File: src/rtl/fft_r22_stage_ctrl.sv
// rtl/fft_r22_stage_ctrl.sv - sequencer for one radix-2^2 SDF stage pair (BF2I + BF2II)
// Optional stall counter port enabled by FFT_R22_STAGE_CTRL_STALLCNT_EN.
module fft_r22_stage_ctrl #(
    parameter int LOG2N    = 6,
    parameter int ROM_LAT  = 1,
    parameter int PIPE_LAT = 1
) (
    input  logic             clock,
    input  logic             resetn,
    input  logic             in_valid,
    input  logic             sof_in,
    input  logic             stop,
    output logic             stage_en,
    output logic             zero_in,
    output logic             s1,
    output logic             s2,
    output logic             t,
    output logic [LOG2N-1:0] rom_addr,
    output logic             out_valid,
    output logic             sof_out,
    output logic             frame_done,
    output logic             busy
`ifdef FFT_R22_STAGE_CTRL_STALLCNT_EN
    ,
    output logic [15:0]      stall_cnt
`endif
);
    localparam int L        = LOG2N;
    localparam int N        = 1 << LOG2N;
    localparam int FILL_LEN = 3 * N / 4;
    localparam logic [L-1:0] FILL_C = L'(FILL_LEN);
    localparam logic [L-1:0] LAST_C = L'(FILL_LEN - 1);
    localparam logic [L-1:0] RL_C   = L'(ROM_LAT);
    localparam logic [L-1:0] CMAX   = L'(N - 1);

    typedef enum logic [1:0] {IDLE, FILL, RUN, FLUSH} state_t;

    state_t              state_q, state_d;
    logic [L-1:0]        c_q, c_d;
    logic [L-1:0]        fill_q, fill_d;
    logic [L-1:0]        flush_q, flush_d;
    logic                flush_req_q, flush_req_d;
    logic                first_q, first_d;
    logic [L-1:0]        rom_addr_q, rom_addr_d;
    logic [PIPE_LAT-1:0] vpipe_q, vpipe_d;
    logic [PIPE_LAT-1:0] spipe_q, spipe_d;
    logic [PIPE_LAT-1:0] lpipe_q, lpipe_d;
    logic                frame_done_q, frame_done_d;
    logic                issue;
    logic [L-1:0]        c2;
    logic [L-1:0]        k_ext;
    logic [L-1:0]        m_ext;

    // c2 runs ROM_LAT ahead of the output index so the ROM data lines up;
    // quadrant multiplier {0,2,1,3} is just q with its bits swapped.
    assign c2    = c_q - FILL_C + RL_C;
    assign k_ext = {2'b00, c2[L-3:0]};
    assign m_ext = {{(L-2){1'b0}}, c2[L-2], c2[L-1]};

    always_comb begin
        stage_en = 1'b0;
        case (state_q)
            IDLE:      stage_en = in_valid & sof_in;
            FILL, RUN: stage_en = in_valid;
            FLUSH:     stage_en = 1'b1;
            default:   stage_en = 1'b0;
        endcase
        stage_en = stage_en & resetn;
    end

    always_comb begin
        state_d      = state_q;
        c_d          = c_q;
        fill_d       = fill_q;
        flush_d      = flush_q;
        flush_req_d  = flush_req_q;
        first_d      = first_q;
        rom_addr_d   = rom_addr_q;
        issue        = stage_en & ((state_q == RUN) | (state_q == FLUSH));
        if (stage_en) begin
            c_d        = c_q + 1'b1;
            rom_addr_d = k_ext * m_ext;
        end
        if ((state_q == FILL || state_q == RUN) && stop) flush_req_d = 1'b1;
        if (issue) first_d = 1'b0;
        case (state_q)
            IDLE: if (stage_en) begin
                state_d     = FILL;
                fill_d      = 1;
                flush_req_d = stop;
            end
            FILL: if (stage_en) begin
                fill_d = fill_q + 1'b1;
                if (fill_q == LAST_C) begin
                    state_d = RUN;
                    first_d = 1'b1;
                end
            end
            RUN: if (stage_en && c_q == CMAX && flush_req_d) begin
                state_d     = FLUSH;
                flush_req_d = 1'b0;
                flush_d     = '0;
            end
            FLUSH: begin
                flush_d = flush_q + 1'b1;
                if (flush_q == LAST_C) begin
                    state_d = IDLE;
                    c_d     = '0;
                    flush_d = '0;
                end
            end
            default: state_d = IDLE;
        endcase
        vpipe_d[0] = issue;
        spipe_d[0] = issue & first_q & (state_q == RUN);
        lpipe_d[0] = issue & (state_q == FLUSH) & (flush_q == LAST_C);
        for (int i = 1; i < PIPE_LAT; i++) begin
            vpipe_d[i] = vpipe_q[i-1];
            spipe_d[i] = spipe_q[i-1];
            lpipe_d[i] = lpipe_q[i-1];
        end
        frame_done_d = lpipe_q[PIPE_LAT-1];
    end

    always_ff @(posedge clock or negedge resetn) begin
        if (!resetn) begin
            state_q      <= IDLE;
            c_q          <= '0;
            fill_q       <= '0;
            flush_q      <= '0;
            flush_req_q  <= 1'b0;
            first_q      <= 1'b0;
            rom_addr_q   <= '0;
            vpipe_q      <= '0;
            spipe_q      <= '0;
            lpipe_q      <= '0;
            frame_done_q <= 1'b0;
        end else begin
            state_q      <= state_d;
            c_q          <= c_d;
            fill_q       <= fill_d;
            flush_q      <= flush_d;
            flush_req_q  <= flush_req_d;
            first_q      <= first_d;
            rom_addr_q   <= rom_addr_d;
            vpipe_q      <= vpipe_d;
            spipe_q      <= spipe_d;
            lpipe_q      <= lpipe_d;
            frame_done_q <= frame_done_d;
        end
    end

    assign zero_in    = (state_q == FLUSH);
    assign busy       = (state_q != IDLE);
    assign s1         = c_q[L-1];
    assign s2         = c_q[L-2];
    assign t          = c_q[L-1] & ~c_q[L-2];
    assign rom_addr   = rom_addr_q;
    assign out_valid  = vpipe_q[PIPE_LAT-1];
    assign sof_out    = spipe_q[PIPE_LAT-1];
    assign frame_done = frame_done_q;

`ifdef FFT_R22_STAGE_CTRL_STALLCNT_EN
    logic [15:0] stall_cnt_q, stall_cnt_d;

    always_comb begin
        stall_cnt_d = stall_cnt_q;
        if (state_q == IDLE && stage_en) stall_cnt_d = '0;
        else if ((state_q == FILL || state_q == RUN) && !in_valid && stall_cnt_q != 16'hFFFF)
            stall_cnt_d = stall_cnt_q + 1'b1;
    end

    always_ff @(posedge clock or negedge resetn) begin
        if (!resetn) stall_cnt_q <= '0;
        else         stall_cnt_q <= stall_cnt_d;
    end

    assign stall_cnt = stall_cnt_q;
`endif
endmodule

File: config.mk
export PLATFORM = sky130hd
export DESIGN_NAME = fft_r22_stage_ctrl
export DESIGN_NICKNAME = d
export VERILOG_FILES = /design/src/rtl/fft_r22_stage_ctrl.sv
export SDC_FILE = /design/constraint.sdc
export NUM_CORES = 1
export LEC_CHECK = 0
export CORE_ASPECT_RATIO = 1.1
export CORE_MARGIN = 2
export CORE_UTILIZATION = 30
export DETAILED_ROUTE_END_ITERATION = 6
export PLACE_DENSITY = 0.55
export SLEW_MARGIN = 5
export SYNTH_ARGS = -nofsm -noshare
export SYNTH_HDL_FRONTEND = slang
export SYNTH_SLANG_ARGS = --single-unit
File: constraint.sdc
create_clock -name clock -period 2.2 [get_ports clock]
set_input_delay 0.44 -clock clock [delete_from_list [all_inputs] [get_ports clock]]
set_output_delay 0.44 -clock clock [all_outputs]
set_load 0.005 [all_outputs]
==> metrics.cfg, run 1 <==
[outcome]
status=complete, no violations

[finish]
areaGrowthSynthToFinish_pct=39.9
regArea_sq_um=801
nets=261
multi_input_area_sq_um=1070
final_core_util=0.442
drive_above_1_share=0.285
fillers=583
finalInstanceArea_sq_um=2580
diodes=0

[grt]
antenna_found_initial=0
grt_pass1_vias=1575
grt_pass1_wl_microns=7160
grt.total_usage=0.133
overflow=0
grt_start_max_net_pins=24

[yosys]
yosys_register_bits=32
synth_area_leaders=dfrtp_1, ha_1, nand2_1
yosysTopAreaCell=dfrtp_1
ys.flop_type=dfrtp_1
ys_warn_count=0
seq_area_frac_synth=0.434
yosysMostFrequentCell=dfrtp_1
synth_top_area_frac=0.434
yosysUniqueCellTypes=41
synth_commonest_cells=dfrtp_1, nand2_1, o21ai_0
synth.net_count=206
synthArstFlopShare=1.00
syn_area_sq_um=1850
syn_inst=190
syn_area_per_cell_sq_um=9.72
synth_edf_count=0

[critical_path]
end_kind=flop
path_max_fanout=4
worstSetupStartpointType=flop
slowest_stage=dfrtp_1
critPathMostFrequentCell=inv_2
arrival_ps=2320
reg2reg_setup_slack_ps=70
crit_family=adder cells
cp_num_buf_inv=2
worstSetupPathType=reg2reg
crit_chain=and3_4 -> a21oi_4 -> xnor2_2 -> and2_1 -> ha_2 -> inv_2 -> fa_2 -> inv_2 -> a21oi_2 -> o31ai_2
critPathRequiredTime_ps=2390
cpPeakStageDelay_ps=430

[drt]
first_pass_iters=4
avgRoutedWirePerCell_microns=12.5
vias=1555
remaining_drc_errors=0
via_per_inst=4.81
ant_nets=0
initialDrtViolationCount=54
routed_wl_microns=4050

[power_and_ir_drop]
seqPwrFrac=0.264
power_density_nw_per_um2=1380
clkPwrFrac=0.174
p_sw_mw=1.31
intPower_mw=2.24
p_leak_nw=1.21
irDropWorstVdd_v=0.000756
comb_power_share=0.562
p_sw_frac=0.369

[cts]
clock_latency_ps=280
htreeDepth=2
cts_sinks=32
cts_buffers=5
cts_tree=yes
clk_path_buf_depth=2
cts_hold_buffers=0
cts_root_buffer=clkbuf_8
clk_pin_slew_ps=70

[die]
coreArea_sq_um=5840
die_w_microns=78.8
rows=29
die_area_sq_um=6800
io_pins=20
die-height_microns=86.3
initial_utilization=0.316

[sta]
period_minus_slack_ps=2130
fin_hold_ws_ps=140
finalMaxSlewViolations=0
max-slew-margin-rel=0.704
setup_violations=0
setup_slack_ps=72.6
worst_pin_slew_ps=441
hold_viol_final=0
period_share=0.967
skew_ps=10.2
fmax_mhz=470

[run]
max-cap-violations=0

[hold_path]
hold_path.class=in2async

[placed_design]
dp_hpwl_microns=3040
gp_congestion=0.793
dpl-instance-area_sq_um=2300
pre_cts_ws_ps=-221
io_buffers=19

[cells in the final DEF (no fill, tap or decap), types with 3 or more instances in the layout]
| master | Yosys | layout |
|---|---|---|
| clkbuf_8 | 0 | 7 |
| clkdlybuf4s50_1 | 0 | 17 |
| dfrtp_1 | 32 | 32 |
| a22o_1 | 4 | 4 |
| nand2_1 | 27 | 27 |
| mux2i_1 | 3 | 3 |
| inv_1 | 8 | 4 |
| and3_1 | 5 | 4 |
| buf_4 | 0 | 33 |
| ha_1 | 10 | 7 |
| xnor2_1 | 5 | 3 |
| nand3_1 | 7 | 6 |
| o21ai_0 | 16 | 14 |
| nor3_1 | 6 | 6 |
| nor2_1 | 12 | 12 |
| a21o_1 | 5 | 5 |
| a21oi_1 | 8 | 6 |
| inv_2 | 1 | 5 |
| xor2_1 | 6 | 5 |
[sequential cells by signal, indices dropped and copies added (netlist names), 2 cells and up]
name      cells
flush_q       6
state_q       2
fill_q        6
rom_addr      6
c_q           6
[metal layers]
| metal | part of all wire | track usage |
|---|---|---|
| met2 | 0.50 | 0.229 |
| met1 | 0.46 | 0.165 |
| met4 | 0.013 | 0.0517 |
| met5 | 0 | 0 |
| met3 | 0.027 | 0.0260 |
[kinds of logic (layout without fill, tap and decap cells)]
logic type      after synthesis  after routing  synth area share
xor+xnor                     11             11            0.0522
fa+ha+maj                    11             11            0.0786
mux                           5              5            0.0305
simple gates                 71             71             0.184
compound gates               45             45             0.184
buf+inv                      15             71            0.0373
flops                        32             32             0.434
[path summary, 6_finish.rpt]
path	start	to	cells past startpoint
max in group asynchronous	resetn	rom_addr[2]	2
worst max-delay path	c_q[0]	rom_addr[5]	10
worst max register to register	c_q[0]	rom_addr[5]	10
min in group clock	frame_done_d	frame_done	0
worst min register to register	frame_done_d	frame_done	0
worst min-delay path	resetn	flush_q[4]	2
[worst reg2reg max path, delay by kind of cell (launching register included)]
kind	cells	cell delay, ps
adder cells (fa/ha/maj)	2	560
AO/OA/AOI/OAI	3	440
flip-flops	1	430
AND/OR/NAND/NOR	2	360
XOR/XNOR	1	150
buffers and inverters	2	110
[power by group through the flow]
stage / registers [mW] / logic, mW / clock network, mW
after floorplan: 0.918 / 1.07 / 0
after global placement: 0.929 / 1.74 / 0
after detailed placement: 0.930 / 1.77 / 0
after CTS: 0.924 / 1.85 / 0.639
after global routing: 0.962 / 2.25 / 0.672
final: 0.937 / 2.00 / 0.619
[metrics by stage]
step	std cells	TNS, ps	power, mW
global route	323	-36.7	3.89
global placement	308	-592	2.67
finish	323	0	3.55
detailed placement	308	-810	2.70
CTS	320	-1.21	3.41
floorplan	190	0	1.98
[area by class of cell]
type / instances / share of cell area
inverters: 9 / 0.0131
multi-input cells: 143 / 0.415
repair buffers: 54 / 0.176
well taps: 77 / 0.0373
clock inverters: 1 / 0.0116
flip-flops and latches: 32 / 0.310
clock buffers: 7 / 0.0373
[what timing repair did]
item                       CTS  global route
pin swaps                    2            10
setup endpoints to repair    4             6
gates resized for setup     10            18
setup buffers                4             4
Power figures use the tool's default switching activity.
==> inputs of run 2 (changes only) <==
--- a/config.mk
+++ b/config.mk
@@ -8,8 +8,10 @@
 export CORE_ASPECT_RATIO = 1.1
 export CORE_MARGIN = 2
 export CORE_UTILIZATION = 30
+export CTS_CLUSTER_SIZE = 16
 export DETAILED_ROUTE_END_ITERATION = 6
 export PLACE_DENSITY = 0.55
+export SETUP_SLACK_MARGIN = 0.3
 export SLEW_MARGIN = 5
 export SYNTH_ARGS = -nofsm -noshare
 export SYNTH_HDL_FRONTEND = slang
==> metrics.cfg, run 2 (synthesized netlist as in run 1, its figures left out) <==
[finish]
fillers=564  ; was 583
final_common_cell=buf_4  ; unchanged
nets=264  ; was 261
multi_input_area_sq_um=1140  ; was 1070 sq um
drive_above_1_share=0.359  ; was 0.285
areaGrowthSynthToFinish_pct=45.2  ; was 39.9%
diodes=0  ; unchanged
final_cell_mix=buf_4, dfrtp_1, nand2_1, clkdlybuf4s50_1, nor2_1  ; was buf_4, dfrtp_1, nand2_1, clkdlybuf4s50_1, o21ai_0
regArea_sq_um=808  ; was 801 sq um

[cts]
clk_pin_slew_ps=70  ; about the same
clk_path_buf_depth=2  ; unchanged
cts_sinks=32  ; unchanged
clock_latency_ps=280  ; about the same
cts_root_buffer=clkbuf_8  ; unchanged
htreeDepth=2  ; unchanged
cts_tree=yes  ; unchanged
cts_buffers=5  ; unchanged

[power_and_ir_drop]
p_sw_frac=0.393  ; was 0.369
seqPwrFrac=0.265  ; was 0.264
p_sw_mw=1.43  ; was 1.31 mW
power_density_nw_per_um2=1360  ; was 1380 nW/um^2
irDropWorstVdd_v=0.000795  ; was 0.000756 V
intPower_mw=2.21  ; was 2.24 mW
comb_power_share=0.618  ; was 0.562
p_leak_nw=1.24  ; was 1.21 nW
clkPwrFrac=0.117  ; was 0.174

[grt]
grt_pass1_vias=1572  ; was 1575
grt_start_max_net_pins=27  ; was 24
grt.total_usage=0.134  ; was 0.133
grt_pass1_wl_microns=7240  ; was 7160 microns
overflow=0  ; unchanged
antenna_found_initial=0  ; unchanged

[sta]
worst_pin_slew_ps=389  ; was 441 ps
max-slew-margin-rel=0.740  ; was 0.704
finalMaxSlewViolations=0  ; unchanged
fin_tns_setup_ps=0  ; unchanged
rsz0062_at_grt=true
skew_ps=3.31  ; was 10.2 ps
period_minus_slack_ps=2100  ; was 2130 ps
fmax_mhz=476  ; was 470 MHz
fin_hold_ws_ps=146  ; was 140 ps
hold_viol_final=0  ; unchanged
setup_violations=0  ; unchanged
period_share=0.955  ; was 0.967

[critical_path]
crit_family=multiplexers  ; was adder cells
arrival_ps=2270  ; was 2320 ps
worstSetupPathType=reg2reg  ; unchanged
worstSetupStartpointType=flop  ; unchanged
crit_chain=inv_2 -> ha_4 -> mux2_4 -> a31oi_4 -> buf_6 -> buf_6 -> o41ai_4 -> and4_4 -> mux2_4  ; was and3_4 -> a21oi_4 -> xnor2_2 -> and2_1 -> ha_2 -> inv_2 -> fa_2 -> inv_2 -> a21oi_2 -> o31ai_2
critPathRequiredTime_ps=2360  ; was 2390 ps
cp_num_buf_inv=3  ; was 2
end_kind=flop  ; unchanged
cpPeakStageDelay_ps=370  ; was 430 ps
path_max_fanout=4  ; unchanged
slowest_stage=dfrtp_1  ; unchanged

[drt]
ant_nets=0  ; unchanged
avgRoutedWirePerCell_microns=13.7  ; was 12.5 microns
remaining_drc_errors=0  ; unchanged
first_pass_iters=4  ; unchanged
routed_wl_microns=4440  ; was 4050 microns
via_per_inst=4.83  ; was 4.81
initialDrtViolationCount=67  ; was 54
vias=1571  ; was 1555

[placed_design]
gp_congestion=0.798  ; was 0.793
dp_hpwl_microns=2890  ; was 3040 microns
io_buffers=19  ; unchanged

[run]
max-cap-violations=0  ; unchanged

[die]
coreArea_sq_um=5840  ; unchanged
die-height_microns=86.3  ; unchanged
die_area_sq_um=6800  ; unchanged
rows=29  ; unchanged
io_pins=20  ; unchanged
initial_utilization=0.316  ; unchanged
die_w_microns=78.8  ; unchanged

[outcome]
status=complete, no violations  ; unchanged

[hold_path]
hold_path.class=in2async  ; unchanged

==> run 2: area by class of cell <==
cell class                 instances  area share
clock buffer                       6      0.0271
clock inverter                     1     0.00187
inverter                           9      0.0126
sequential                        32       0.301
tap                               77      0.0359
timing repair buffer              57       0.194
multi-input combinational        143       0.427
==> run 2: power by group through the flow <==
stage	logic [mW]	clock network, mW	registers (mW)
floorplan	1.18	0	0.937
global placement	1.72	0	0.967
detailed placement	1.73	0	0.970
CTS	1.93	0.441	0.961
global route	2.45	0.475	0.995
finish	2.25	0.427	0.966
==> run 2: worst paths after layout <==
kind / from / end / slack (ps) / cells past startpoint
min in group clock: frame_done_d / frame_done / 350 / 0
worst min-delay path: resetn / state_q[0] / 150 / 2
worst max register to register: state_q[1] / state_q[1] / 100 / 9
worst max-delay path: state_q[1] / state_q[1] / 100 / 9
max in group asynchronous: resetn / c_q[0] / 1680 / 2
worst min register to register: frame_done_d / frame_done / 350 / 0
==> run 2: repair_timing <==
action / 4_1_cts / 5_1_grt
setup buffers: 10 / 9
hold buffers: 0 / 0
gates resized for setup: 25 / 22
endpoints found under the setup margin: 19 / 23
pin swaps: 15 / 7
gates cloned: 0 / 1
==> run 2: routing by layer <==
layer | global-route usage | up-vias | wire length, microns
li1 | - | 783 | -
met1 | 0.166 | 757 | 1940
met2 | 0.235 | 25 | 2330
met3 | 0.0292 | 6 | 122
met4 | 0.0423 | 0 | 47
met5 | 0 | - | 0
==> run 2: stage by stage <==
stage	setup WS, ps	total power [mW]	instance area, sq um	util	std cells
finish	99.0	3.64	2680	0.459	325
global route	13.2	3.92	2680	0.459	325
CTS	141	3.33	2480	0.425	315
detailed placement	-52.2	2.70	2290	0.392	298
global placement	-38.4	2.69	2290	0.392	298
floorplan	195	2.11	1910	-	190
